`config.mk`:
```
export PLATFORM = sky130hd
export DESIGN_NAME = modbus_crc_engine
export DESIGN_NICKNAME = d
export VERILOG_FILES = /design/src/rtl/modbus_crc_engine.sv
export SDC_FILE = /design/constraint.sdc
export NUM_CORES = 1
export LEC_CHECK = 0
export BUFFER_PORTS_ARGS = -buffer_cell sky130_fd_sc_hd__buf_2
export CORE_AREA = 2 2 55 57
export CTS_CLUSTER_DIAMETER = 100
export DETAILED_ROUTE_END_ITERATION = 8
export DIE_AREA = 0 0 57 59
export PLACE_DENSITY = 0.68
export SLEW_MARGIN = 20
export SYNTH_ARGS = -nofsm -noshare
export SYNTH_HDL_FRONTEND = slang
export SYNTH_SLANG_ARGS = --single-unit
```
`constraint.sdc`:
```
create_clock -name clk -period 2.1 [get_ports clk]
set_input_delay 0.42 -clock clk [delete_from_list [all_inputs] [get_ports clk]]
set_output_delay 0.42 -clock clk [all_outputs]
set_load 0.03 [all_outputs]
```
`src/rtl/modbus_crc_engine.sv`:
```
// Streaming reflected CRC engine (Modbus CRC-16 by default), LANES bytes per beat, one beat per cycle.
// Optional residue check on crc_ok is enabled by defining MODBUS_CRC_RESIDUE_CHECK_EN.
module modbus_crc_engine #(
  parameter int               CRC_W = 16,
  parameter logic [CRC_W-1:0] POLY  = 16'hA001,
  parameter logic [CRC_W-1:0] INIT  = 16'hFFFF,
  parameter int               LANES = 1
) (
  input  logic               clk,
  input  logic               rst,
  input  logic               clr,
  input  logic               in_valid,
  output logic               in_ready,
  input  logic [8*LANES-1:0] data_in,
  input  logic [LANES-1:0]   in_keep,
  input  logic               in_last,
  output logic [CRC_W-1:0]   crc_out,
  output logic               crc_valid,
  input  logic               res_ready,
  output logic               crc_ok,
  output logic               busy
);

  typedef enum logic [1:0] {
    IDLE = 2'd0,
    RUN  = 2'd1,
    HOLD = 2'd2
  } state_t;

  state_t           state_r;
  logic [CRC_W-1:0] crc_r;
  logic [CRC_W-1:0] crc_base_s;
  logic [CRC_W-1:0] crc_next_s;
  logic             valid_r;
  logic             busy_r;
  logic             accept_s;

  // Kept lanes in ascending order, each byte LSB first; skipped lanes leave the register alone.
  function automatic logic [CRC_W-1:0] crc_lanes(input logic [CRC_W-1:0] seed,
                                                 input logic [8*LANES-1:0] data,
                                                 input logic [LANES-1:0] keep);
    logic [CRC_W-1:0] c;
    logic             fb;
    c = seed;
    for (int k = 0; k < LANES; k++) begin
      if (keep[k]) begin
        for (int b = 0; b < 8; b++) begin
          fb = c[0] ^ data[8*k+b];
          c  = {1'b0, c[CRC_W-1:1]} ^ (fb ? POLY : {CRC_W{1'b0}});
        end
      end
    end
    return c;
  endfunction

  // Beats are refused in HOLD, during an abort and while reset is held.
  assign in_ready  = (state_r != HOLD) & ~clr & ~rst;
  assign accept_s  = in_valid & in_ready;
  assign crc_out   = crc_r;
  assign crc_valid = valid_r;
  assign busy      = busy_r;

  // A frame's first beat starts from INIT rather than the retained previous result.
  always_comb begin
    crc_base_s = crc_r;
    if (state_r == IDLE) begin
      crc_base_s = INIT;
    end else begin
      crc_base_s = crc_r;
    end
    crc_next_s = crc_lanes(crc_base_s, data_in, in_keep);
  end

  // Frame FSM with registered status flags.
  always_ff @(posedge clk or posedge rst) begin
    if (rst) begin
      state_r <= IDLE;
      crc_r   <= INIT;
      valid_r <= 1'b0;
      busy_r  <= 1'b0;
    end else if (clr) begin
      state_r <= IDLE;
      crc_r   <= INIT;
      valid_r <= 1'b0;
      busy_r  <= 1'b0;
    end else begin
      case (state_r)
        IDLE, RUN: begin
          if (accept_s) begin
            crc_r  <= crc_next_s;
            busy_r <= 1'b1;
            if (in_last) begin
              state_r <= HOLD;
              valid_r <= 1'b1;
            end else begin
              state_r <= RUN;
              valid_r <= 1'b0;
            end
          end else begin
            state_r <= state_r;
            valid_r <= valid_r;
            busy_r  <= busy_r;
          end
        end
        HOLD: begin
          if (res_ready) begin
            state_r <= IDLE;
            valid_r <= 1'b0;
            busy_r  <= 1'b0;
          end else begin
            state_r <= HOLD;
            valid_r <= 1'b1;
            busy_r  <= 1'b1;
          end
        end
        default: begin
          state_r <= IDLE;
          crc_r   <= INIT;
          valid_r <= 1'b0;
          busy_r  <= 1'b0;
        end
      endcase
    end
  end

`ifdef MODBUS_CRC_RESIDUE_CHECK_EN
  logic ok_r;

  // A frame carrying its own CRC (low byte first) leaves a zero residue.
  always_ff @(posedge clk or posedge rst) begin
    if (rst) begin
      ok_r <= 1'b0;
    end else if (clr) begin
      ok_r <= 1'b0;
    end else if (accept_s && in_last) begin
      ok_r <= (crc_next_s == {CRC_W{1'b0}});
    end else if ((state_r == HOLD) && res_ready) begin
      ok_r <= 1'b0;
    end else begin
      ok_r <= ok_r;
    end
  end

  assign crc_ok = ok_r;
`else
  assign crc_ok = 1'b0;
`endif

endmodule
```
### Word level (Yosys, flattened, before mapping)

Index checks and enable logic that the tools add are counted.

| storage, ports and cells | value |
|---|---|
| bits in registers | 20 |
| bits of input ports | 15 |
| output and inout bits | 20 |
| logic and storage cells | 59 |

| operators by class | value |
|---|---|
| eq/ne operators | 5 |
| multiplexer cells | 26 |
| bitwise logic cells | 21 |
| reductions and logical operators | 3 |

Operators with widths:

| operator | count |
|---|---|
| 16-bit two-way mux | 12 |
| 15-bit by 16-bit bitwise XOR with 16-bit output | 8 |
| 16-bit case mux with 2 select lines | 1 |
| 2-bit two-way mux | 4 |
| 1-bit bitwise XOR | 8 |
| 1-bit two-way mux | 6 |
| 2-bit != test (second input constant) | 2 |
| 1-bit case mux with 2 select lines | 2 |
| 2-bit case mux with 2 select lines | 1 |
| 1-bit bitwise AND | 3 |
| 3-bit != test (second input constant) | 1 |
| 2-bit by 1-bit == test with 1-bit output (second input constant) | 1 |
| 2-bit == test (second input constant) | 1 |
| 2-bit logical NOT | 1 |
| 1-bit NOT | 2 |
| 2-bit AND reduction | 1 |
| 2-bit OR reduction | 1 |

### Longest topological paths before layout

Gate-level depths: netlist of run 1.

| logic depth | value |
|---|---|
| word-level depth | 30 |
| gate-level depth with buffers | 7 |
| depth with buffers taken out | 6 |

### Worst setup path before layout of run 1

No wires, ideal clock.

| timing path | value |
|---|---|
| path kind | register to register |
| start point | register crc_r[0] (netlist: crc_out[0]) |
| end point | register crc_r[0] (netlist: crc_out[0]) |
| setup time | 73 ps |
| arrival | 2020 ps |
| data required time | 2027 ps |
| setup slack | 7 ps |
| stages on the path, launching flop included | 7 |
| path buffers | 0 |
| period minus slack after synthesis | 2093 ps |
| cell sequence | dfstp_2 -> xnor2_1 -> nor2_2 -> xor2_2 -> xor3_2 -> xnor3_1 -> a21oi_1 |

| between the ends | value |
|---|---|
| word-level cells in the longest chain between the ends | 29 |

RTL lines:

| item | RTL line | text |
|---|---|---|
| from (decl) | 31 | `logic [CRC_W-1:0] crc_r;` |
| from (signal assigned) | 90 | `crc_r <= crc_next_s;` |
| 16-bit two-way mux (*) | 66 | `if (state_r == IDLE) begin` |
| 1-bit bitwise XOR | 48 | `fb = c[0] ^ data[8*k+b];` |
| 16-bit two-way mux | 49 | `c = {1'b0, c[CRC_W-1:1]} ^ (fb ? POLY : {CRC_W{1'b0}});` |
| 15-bit by 16-bit bitwise XOR with 16-bit output | 49 |  |
| 1-bit bitwise XOR | 48 |  |
| 16-bit two-way mux | 49 |  |
| 15-bit by 16-bit bitwise XOR with 16-bit output | 49 |  |
| 1-bit bitwise XOR | 48 |  |
| [... 13 more ...] | -- |  |
| 15-bit by 16-bit bitwise XOR with 16-bit output | 49 |  |
| 1-bit bitwise XOR | 48 |  |
| 16-bit two-way mux | 49 |  |
| 15-bit by 16-bit bitwise XOR with 16-bit output | 49 |  |
| 16-bit two-way mux (*) | 46 | `if (keep[k]) begin` |
| 16-bit two-way mux (*) | 89 | `if (accept_s) begin` |
| 16-bit case mux with 2 select lines (*) | 87 | `case (state_r)` |
| 16-bit two-way mux (*) | 81 | `end else if (clr) begin` |

Mark *: on every way between the ends. The rest lies on a longest branch, timed or not. The select of a mux whose other input is x is not followed.
A chain may end at the register's enable or synchronous reset.

### Worst setup path in the final report of run 1

| timing path | value |
|---|---|
| start point | register crc_r[5] (netlist: crc_out[5]) |
| end point | register crc_r[0] (netlist: crc_out[0]) |

| between the ends | value |
|---|---|
| word-level cells in the longest chain between the ends | 19 |

RTL lines:

| item | RTL line |
|---|---|
| 16-bit two-way mux | 66 |
| 15-bit by 16-bit bitwise XOR with 16-bit output (5 in a row) | 49 |
| 1-bit bitwise XOR | 48 |
| 16-bit two-way mux | 49 |
| 15-bit by 16-bit bitwise XOR with 16-bit output | 49 |
| 1-bit bitwise XOR | 48 |
| 16-bit two-way mux | 49 |
| 15-bit by 16-bit bitwise XOR with 16-bit output | 49 |
| 1-bit bitwise XOR | 48 |
| 16-bit two-way mux | 49 |
| 15-bit by 16-bit bitwise XOR with 16-bit output | 49 |
| 16-bit two-way mux | 46 |
| 16-bit two-way mux | 89 |
| 16-bit case mux with 2 select lines | 87 |
| 16-bit two-way mux | 81 |

No other way between the ends. The select of a mux whose other input is x is not followed.

==> flow_summary.json, run 1 <==
{
  "post-route-util": 0.565,
  "vias": 1003,
  "clock-sinks": 19,
  "worstHoldPathType": "primary input to asynchronous set/reset pin",
  "ys_seq_area_frac": 0.418,
  "r2r_slack_ns": 0.05,
  "io_pins": 35,
  "nNetsFinal": 178,
  "drive_gt1_frac": 0.463,
  "cp-end-kind": "flip-flop",
  "synth_cell_type_count": 31,
  "grt_max_degree": 20,
  "max_freq_ghz": 0.489,
  "synth_top_family_by_area": "XOR/XNOR gates",
  "pwr_density_cell_nw_per_um2": 581,
  "async_flop_share": 1.00,
  "die_area_um2": 3360,
  "synthAdderAreaFrac": 0,
  "synth-simple-area-share": 0.115,
  "synthXorXnorAreaFrac": 0.268,
  "core_um2": 2710,
  "die_y_um": 59,
  "h-tree-depth": 1,
  "max_cap_violations": 0,
  "n_fill_cell": 246,
  "gr-usage-all-layers": 0.175,
  "seq_area_um2": 495,
  "syn-num-nets": 130,
  "cts_buffer_depth": 2,
  "die_w_um": 57,
  "cp_max_fo": 4,
  "min_period_ns": 2.05,
  "hold-worst-slack_ns": 0.175,
  "grt_first_pass_wirelength_mm": 4.55,
  "status": "finished, final reports clean",
  "syn_inst": 115,
  "period_share": 0.975,
  "multi_input_area_um2": 666,
  "drc_errors": 0,
  "crit_type": "flip-flop to flip-flop",
  "row_count": 19,
  "drt_iter0_drc": 42,
  "ir_drop_mv": 0.430,
  "synthMuxAreaShare": 0,
  "cp.required_ns": 2.35,
  "ys_warn_count": 0,
  "setup_tns_ns": 0,
  "place_area_um2": 1450,
  "grt_antenna_before_repair": 0,
  "grt_overflow": 0,
  "final_cells": 193,
  "r2r-start": "crc_out[5]",
  "numPortBuffers": 33,
  "final_antenna_net_count": 0,
  "start_util": 0.438,
  "synth_compound_area_frac": 0.167,
  "drt-pass1-iter-count": 4,
  "grt_pass1_vias": 983,
  "diodes": 0,
  "synthFlopType": "dfstp_2",
  "slew_violations": 0,
  "clk_latency_ns": 0.30,
  "avgSynthCellArea_um2": 10.3,
  "wire_per_inst_um": 14.1,
  "rr_worst_depth": 6,
  "r2r-end": "crc_out[0]",
  "synth-seq-cells": 19,
  "finalHoldViolCount": 0,
  "drt_wl_total_mm": 2.73,
  "gp_congestion": 0.800,
  "setup_viol_count_final": 0,
  "worstSetupStartpointType": "flip-flop",
  "hpwl_mm": 2.00,
  "total_leakage_power_nw": 0.630,
  "routed_via_density": 5.20,
  "synth_edf_count": 0,
  "cts_tree": "done",
  "clk_pin_slew_ns": 0.12,
  "dp.cells": 183,
  "fin_area_um2": 1530,
  "finClkSkew_ns": 0.00512,
  "syn_to_final_growth_pct": 29.1,
  "cp.arrival_ns": 2.29,
  "syn_area_um2": 1190,
  "cts_buffers": 3,
  "root_buffer": "clkbuf_4"
}
[routing by layer]
| layer | vias to the layer above | GRT usage | share of wire | routed length, µm |
|---|---|---|---|---|
| met5 | - | 0 | 0 | 0 |
| met4 | 0 | 0.0764 | 0.016 | 44 |
| met3 | 6 | 0.0240 | 0.041 | 112 |
| met2 | 27 | 0.305 | 0.52 | 1420 |
| met1 | 488 | 0.217 | 0.42 | 1150 |
| li1 | 482 | - | - | - |
[state kept, by name, summed over array words and instances, names as in the netlist]
| name | count |
|---|---|
| crc_out | 16 |
| state_r | 2 |
| busy | 1 |
[worst max-delay path by stage]
stage / from / endpoint / slack, ns / depth (start not counted)
after floorplan: crc_out[0] / crc_out[0] / 0.007 / 6
after global placement: crc_out[1] / crc_out[0] / 0.13 / 6
after detailed placement: crc_out[1] / crc_out[0] / 0.06 / 6
after CTS: crc_out[1] / crc_out[14] / 0.008 / 7
after global routing: crc_out[5] / crc_out[0] / -0.07 / 6
final: crc_out[5] / crc_out[0] / 0.05 / 6
[placed cells by master, fill, tap and decap left out, types with 2 or more instances in the layout]
cell type and count:
buf_2 33, xnor2_1 22, nor2_1 19, dfstp_2 16, o22a_1 14, buf_4 14, a21oi_1 7, inv_1 3
dfrtp_1 3, clkbuf_4 3, nor2b_1 2, nand2_1 2, nor2_2 2, or2_1 2, xnor2_2 2
[layout make-up]
| class | instances | area share |
|---|---|---|
| clock buffers | 3 | 0.0147 |
| clock inverters | 1 | 0.00490 |
| inverters | 3 | 0.00735 |
| multi-input cells | 88 | 0.435 |
| flip-flops and latches | 19 | 0.324 |
| well taps | 31 | 0.0253 |
| repair buffers | 48 | 0.190 |
[cell usage after synthesis (all sizes together), types with 2 or more instances]
library cell | n | area share
nand2 | 2 | 0.0063
or2 | 2 | 0.011
a21oi | 7 | 0.030
nor2b | 2 | 0.011
nor2 | 21 | 0.069
dfstp | 16 | 0.35
clkbuf | 3 | 0.0095
xor2 | 2 | 0.021
inv | 3 | 0.0095
buf | 2 | 0.011
o22a | 14 | 0.10
xnor2 | 25 | 0.21
o21ai | 2 | 0.0084
dfrtp | 3 | 0.063
[power breakdown]
part           leakage [nW]  internal (W)  switching, W
registers             0.209      0.000388     0.0000121
clock network        0.0139     0.0000725      0.000127
logic                 0.407      0.000146      0.000142
total                 0.630      0.000607      0.000282
[worst max-delay path, stage by stage, from the launching register on]
cell and delay [ns]:
dfstp_2 0.59, xnor2_1 0.12, nor2_1 0.07, xnor2_1 0.23, xor3_2 0.50, xnor3_1 0.33, a21oi_1 0.14
[kinds of logic (layout without fill, tap and decap cells)]
| logic type | Yosys count | after routing |
|---|---|---|
| and+or+nand+nor | 31 | 31 |
| AOI/OAI and AO/OA | 27 | 27 |
| other | 1 | 1 |
| DFF | 19 | 19 |
| buffers and inverters | 8 | 55 |
| xor gates and xnor gates | 29 | 29 |
[stage by stage]
step,setup WS (ns),total power (W)
floorplan,0.00744,0.000594
global placement,0.130,0.000673
detailed placement,0.0584,0.000678
CTS,0.00757,0.000881
global route,-0.0741,0.000939
finish,0.0531,0.000889
[timing repair]
| action | CTS | global route |
|---|---|---|
| hold buffers | 0 | 0 |
| gates resized for setup | 0 | 2 |
| buffers inserted | 0 | 6 |
| setup endpoints to repair | 0 | 3 |
Note: power is estimated with default switching activity, not from simulation.
==> run 2, diff against run 1 <==
--- a/config.mk
+++ b/config.mk
@@ -5,12 +5,12 @@
 export SDC_FILE = /design/constraint.sdc
 export NUM_CORES = 1
 export LEC_CHECK = 0
-export BUFFER_PORTS_ARGS = -buffer_cell sky130_fd_sc_hd__buf_2
 export CORE_AREA = 2 2 55 57
 export CTS_CLUSTER_DIAMETER = 100
+export CTS_CLUSTER_SIZE = 24
 export DETAILED_ROUTE_END_ITERATION = 8
 export DIE_AREA = 0 0 57 59
-export PLACE_DENSITY = 0.68
+export DONT_BUFFER_PORTS = 1
 export SLEW_MARGIN = 20
 export SYNTH_ARGS = -nofsm -noshare
 export SYNTH_HDL_FRONTEND = slang
==> run 2 against run 1 <==
  * Sequential power up 4%
  * Non-clock buffer count decreased by 29
  * Design area fell by 10%
  * Via count shrank 14%
  * Combinational power down 24%
  * Register-to-register slack gained 0.08 ns
  * Routed wire length fell by 2.9%
  * Critical path type unchanged
  * Largest cell class unchanged
  * Highest routed layer unchanged
==> flow_summary.json, run 2 (synthesis results as in run 1) <==
{
  "ir_drop_mv": 0.401,
  "p_seq_frac": 0.503,
  "final_common_cell": "xnor2_1",
  "drt_wl_total_mm": 2.65,
  "worstSetupStartpointType": "flip-flop",
  "pwr_density_cell_nw_per_um2": 604,
  "core_um2": 2710,
  "gr-usage-all-layers": 0.169,
  "cp.arrival_ns": 2.21,
  "io_pins": 35,
  "rsz0062_at_grt": "no",
  "wire_per_inst_um": 16.2,
  "row_count": 19,
  "clk_latency_ns": 0.30,
  "r2r_slack_ns": 0.13,
  "crit_type": "flip-flop to flip-flop",
  "diodes": 0,
  "routed_via_density": 5.27,
  "largest_reg_flops": 16,
  "clock_power_share": 0.233,
  "grt_pass1_vias": 925,
  "p_int_w": 0.000573,
  "cp_max_fo": 3,
  "cp.required_ns": 2.34,
  "cts_buffer_depth": 2,
  "grt_first_pass_wirelength_mm": 4.37,
  "setup_viol_count_final": 0,
  "max_cap_violations": 0,
  "syn_to_final_growth_pct": 15.8,
  "final_cells": 164,
  "swShare": 0.310,
  "gp_congestion": 0.840,
  "drt_iter0_drc": 47,
  "p_comb_frac": 0.264,
  "dp.cells": 158,
  "max_freq_ghz": 0.509,
  "setup_tns_ns": 0,
  "nNetsFinal": 149,
  "cts_buffers": 3,
  "cts_tree": "done",
  "grt_antenna_before_repair": 0,
  "period_share": 0.936,
  "switchingPower_w": 0.000257,
  "clk_pin_slew_ns": 0.12,
  "numPortBuffers": 0,
  "drt-pass1-iter-count": 4,
  "start_util": 0.438,
  "status": "finished, final reports clean",
  "final_cell_mix": "xnor2_1 (23), nor2_1 (19), buf_4 (19)",
  "root_buffer": "clkbuf_4",
  "die_area_um2": 3360,
  "fin_area_um2": 1370,
  "h-tree-depth": 1,
  "cp-end-kind": "flip-flop",
  "total_leakage_power_nw": 0.526,
  "die_w_um": 57,
  "n_fill_cell": 256,
  "slew_violations": 0,
  "place_area_um2": 1330,
  "min_period_ns": 1.97,
  "final_antenna_net_count": 0,
  "worstHoldPathType": "primary input to asynchronous set/reset pin",
  "drive_gt1_frac": 0.338,
  "grt_max_degree": 20,
  "hpwl_mm": 1.98,
  "finClkSkew_ns": 0.00103,
  "drc_errors": 0,
  "finalHoldViolCount": 0,
  "vias": 865,
  "clock-sinks": 19,
  "grt_overflow": 0,
  "die_y_um": 59
}
[run 2: changes by cell type in the layout (fill, tap and decap cells not counted), sizes merged]
cell / previous run / this run
clkinv: 0 / 1
clkinvlp: 1 / 0
buf: 48 / 19
[run 2: path summary, 6_finish.rpt]
path / startpoint / cells past startpoint / end
min in group clk: clr / 1 / busy
worst max register to register: crc_out[4] / 7 / crc_out[15]
worst max-delay path: crc_out[4] / 7 / crc_out[15]
worst min register to register: crc_out[11] / 1 / crc_out[11]
worst min-delay path: rst / 2 / busy
max in group asynchronous: rst / 2 / crc_out[6]
[run 2: critical path: stages (launching register included)]
cell and delay (ns):
dfstp_2 0.56, xnor2_1 0.11, nor2_1 0.07, xnor2_1 0.22, xor3_2 0.51, buf_4 0.15, xnor2_1 0.11, o22a_1 0.18
[run 2: cell type report]
type	count	area, µm²	area share
Timing Repair Buffer	19	143	0.104
Sequential cell	19	495	0.361
Clock buffer	3	22.5	0.0164
Inverter	3	11.3	0.00820
Clock inverter	1	5.00	0.00364
Multi-Input combinational cell	88	658	0.479
Tap cell	31	38.8	0.0282
[run 2: metal layers]
| metal | GRT usage | vias up | wire length (µm) |
|---|---|---|---|
| li1 | - | 425 | - |
| met1 | 0.217 | 422 | 1240 |
| met2 | 0.276 | 16 | 1270 |
| met3 | 0.0480 | 2 | 127 |
| met4 | 0.0565 | 0 | 17 |
| met5 | 0 | - | 0 |
[run 2: stage by stage]
step	setup WS [ns]	total power, W	util	hold slack (ns)
6_report	0.135	0.000830	0.507	0.0435
5_1_grt	0.0234	0.000877	0.507	0.0544
4_1_cts	0.0465	0.000838	0.500	0.0361
3_3_place_gp	0.151	0.000636	0.490	0.370
3_5_place_dp	0.0841	0.000640	0.490	0.376
2_1_floorplan	0.00744	0.000594	-	0.368
[run 2: repair_timing]
item	CTS	global route
resized for setup	0	1
setup endpoints to repair	0	1
hold buffers	0	0
setup buffers	0	2
[run 2: power by group through the flow]
stage	sequential [W]	combinational, W	clock, W
floorplan	0.000433	0.000161	0
global placement	0.000422	0.000214	0
detailed placement	0.000423	0.000217	0
CTS	0.000417	0.000218	0.000203
global route	0.000420	0.000240	0.000218
finish	0.000417	0.000219	0.000194
==> run 3, diff against run 2 <==
--- a/config.mk
+++ b/config.mk
@@ -5,12 +5,17 @@
 export SDC_FILE = /design/constraint.sdc
 export NUM_CORES = 1
 export LEC_CHECK = 0
-export CORE_AREA = 2 2 55 57
+export CAP_MARGIN = 20
+export CELL_PAD_IN_SITES_DETAIL_PLACEMENT = 1
+export CELL_PAD_IN_SITES_GLOBAL_PLACEMENT = 2
+export CORE_AREA = 2 2 60 62
 export CTS_CLUSTER_DIAMETER = 100
 export CTS_CLUSTER_SIZE = 24
 export DETAILED_ROUTE_END_ITERATION = 8
-export DIE_AREA = 0 0 57 59
+export DIE_AREA = 0 0 62 64
 export DONT_BUFFER_PORTS = 1
+export GPL_TIMING_DRIVEN = 0
+export PLACE_DENSITY_LB_ADDON = 0.1
 export SLEW_MARGIN = 20
 export SYNTH_ARGS = -nofsm -noshare
 export SYNTH_HDL_FRONTEND = slang
==> run 3 against run 2 <==
  * The flow now finishes with violations (setup timing)
  * Count of clock-buffer cells in the layout up 1
  * Sequential power up 5%
  * Combinational power up 2%
  * Clock skew increased by 0.0075 ns
  * Core utilization shrank 8.7 points
  * Maximum frequency fell by 7.0%
  * Critical endpoint is now crc_out[14]
==> flow_summary.json, run 3 (synthesis results as in run 1) <==
{
  "status": "finished, violations left",
  "violations": "setup timing",
  "ir_drop_mv": 0.294,
  "period_share": 1.01,
  "die_y_um": 64,
  "numPortBuffers": 0,
  "finalHoldViolCount": 0,
  "drt-pass1-iter-count": 4,
  "row_count": 21,
  "slew_headroom": 0.479,
  "r2r_slack_ns": -0.01,
  "n_fill_cell": 377,
  "gp_congestion": 0.746,
  "finClkSkew_ns": 0.00857,
  "nNetsFinal": 139,
  "grt_antenna_before_repair": 0,
  "post-route-util": 0.419,
  "die_w_um": 62,
  "largest_reg_flops": 16,
  "setup_slack_ns": -0.0141,
  "setup_tns_ns": -0.0272,
  "setup_viol_count_final": 2,
  "grt_max_degree": 21,
  "worstSetupStartpointType": "flip-flop",
  "grt_first_pass_wirelength_mm": 5.00,
  "cp_max_fo": 4,
  "rsz0062_at_grt": "yes",
  "cts_buffers": 3,
  "core_um2": 3280,
  "h-tree-depth": 1,
  "diodes": 0,
  "final_cell_mix": "xnor2_1 (21), nor2_1 (19), o22a_1 (14), dfstp_2 (14), a21oi_1 (6)",
  "dp.cells": 161,
  "total_leakage_power_nw": 0.493,
  "cp.required_ns": 2.34,
  "syn_to_final_growth_pct": 16.1,
  "min_period_ns": 2.11,
  "grt_pass1_vias": 970,
  "crit_type": "flip-flop to flip-flop",
  "root_buffer": "clkbuf_4",
  "hpwl_mm": 2.21,
  "slew_violations": 0,
  "worstHoldPathType": "primary input to asynchronous set/reset pin",
  "final_common_cell": "xnor2_1",
  "start_util": 0.361,
  "cp-end-kind": "flip-flop",
  "routed_via_density": 5.25,
  "pwr_density_cell_nw_per_um2": 623,
  "clk_latency_ns": 0.30,
  "cts_tree": "done",
  "final_cells": 169,
  "clock-sinks": 19,
  "wire_per_inst_um": 17.9,
  "io_pins": 35,
  "grt_overflow": 0,
  "drc_errors": 0,
  "hold_buffers": 0,
  "vias": 887,
  "final_antenna_net_count": 0,
  "drt_wl_total_mm": 3.03,
  "gr-usage-all-layers": 0.170,
  "clk_pin_slew_ns": 0.11,
  "drive_gt1_frac": 0.325,
  "cp.arrival_ns": 2.35,
  "max_freq_ghz": 0.473,
  "max_cap_violations": 0,
  "die_area_um2": 3970,
  "cts_buffer_depth": 2,
  "drt_iter0_drc": 21,
  "worst_slew_pin_slew_ns": 0.781
}
-- run 3: power breakdown --
group | switching, W | internal [W]
logic | 0.000104 | 0.000119
clock network | 0.000124 | 0.0000739
registers | 0.0000461 | 0.000390
-- run 3: cell type report --
cell class,count,area [µm²],area share
multi-input combinational,88,718,0.521
sequential,19,504,0.366
inverter,3,11.3,0.00817
timing repair buffer,4,33.8,0.0245
clock buffer,4,26.3,0.0191
tap,46,57.6,0.0418
buffer,5,26.3,0.0191
-- run 3: what timing repair did --
| item | CTS | global route |
|---|---|---|
| buffers inserted | 2 | 2 |
| endpoints found under the hold margin | 0 | 0 |
| gates resized for setup | 8 | 10 |
| pin swaps | 4 | 5 |
| setup endpoints to repair | 13 | 13 |
-- run 3: per-stage QoR --
| step | hold WS [ns] | setup slack, ns | power, W | instance area, µm² |
|---|---|---|---|---|
| 2_1_floorplan | 0.368 | 0.00744 | 0.000594 | 1190 |
| 3_3_place_gp | 0.489 | -0.170 | 0.000627 | 1240 |
| 3_5_place_dp | 0.490 | -0.211 | 0.000632 | 1240 |
| 4_1_cts | 0.159 | -0.0438 | 0.000852 | 1320 |
| 5_1_grt | 0.137 | -0.102 | 0.000911 | 1380 |
| 6_report | 0.141 | -0.0141 | 0.000858 | 1380 |
-- run 3: worst max-delay path: stages, from the launching register on --
cell and delay (ns):
dfstp_4 0.73, xnor2_4 0.11, nor2_4 0.13, xor2_2 0.17
xor3_2 0.50, buf_6 0.15, xnor2_2 0.12, o22a_1 0.15
-- run 3: per-layer routing --
layer	vias up	wire length [µm]	global-route usage
met1	456	1350	0.229
met3	2	195	0.0385
li1	405	-	-
met2	24	1470	0.268
met4	0	24	0.0479
met5	-	0	0
-- run 3: worst paths after layout --
kind                             from           to  cells after the start
max                        crc_out[1]  crc_out[14]                      7
min                               rst         busy                      1
max reg2reg                crc_out[1]  crc_out[14]                      7
min reg2reg                crc_out[5]   crc_out[5]                      1
max in group asynchronous         rst   state_r[1]                      1
min in group clk                  clr   state_r[1]                      1
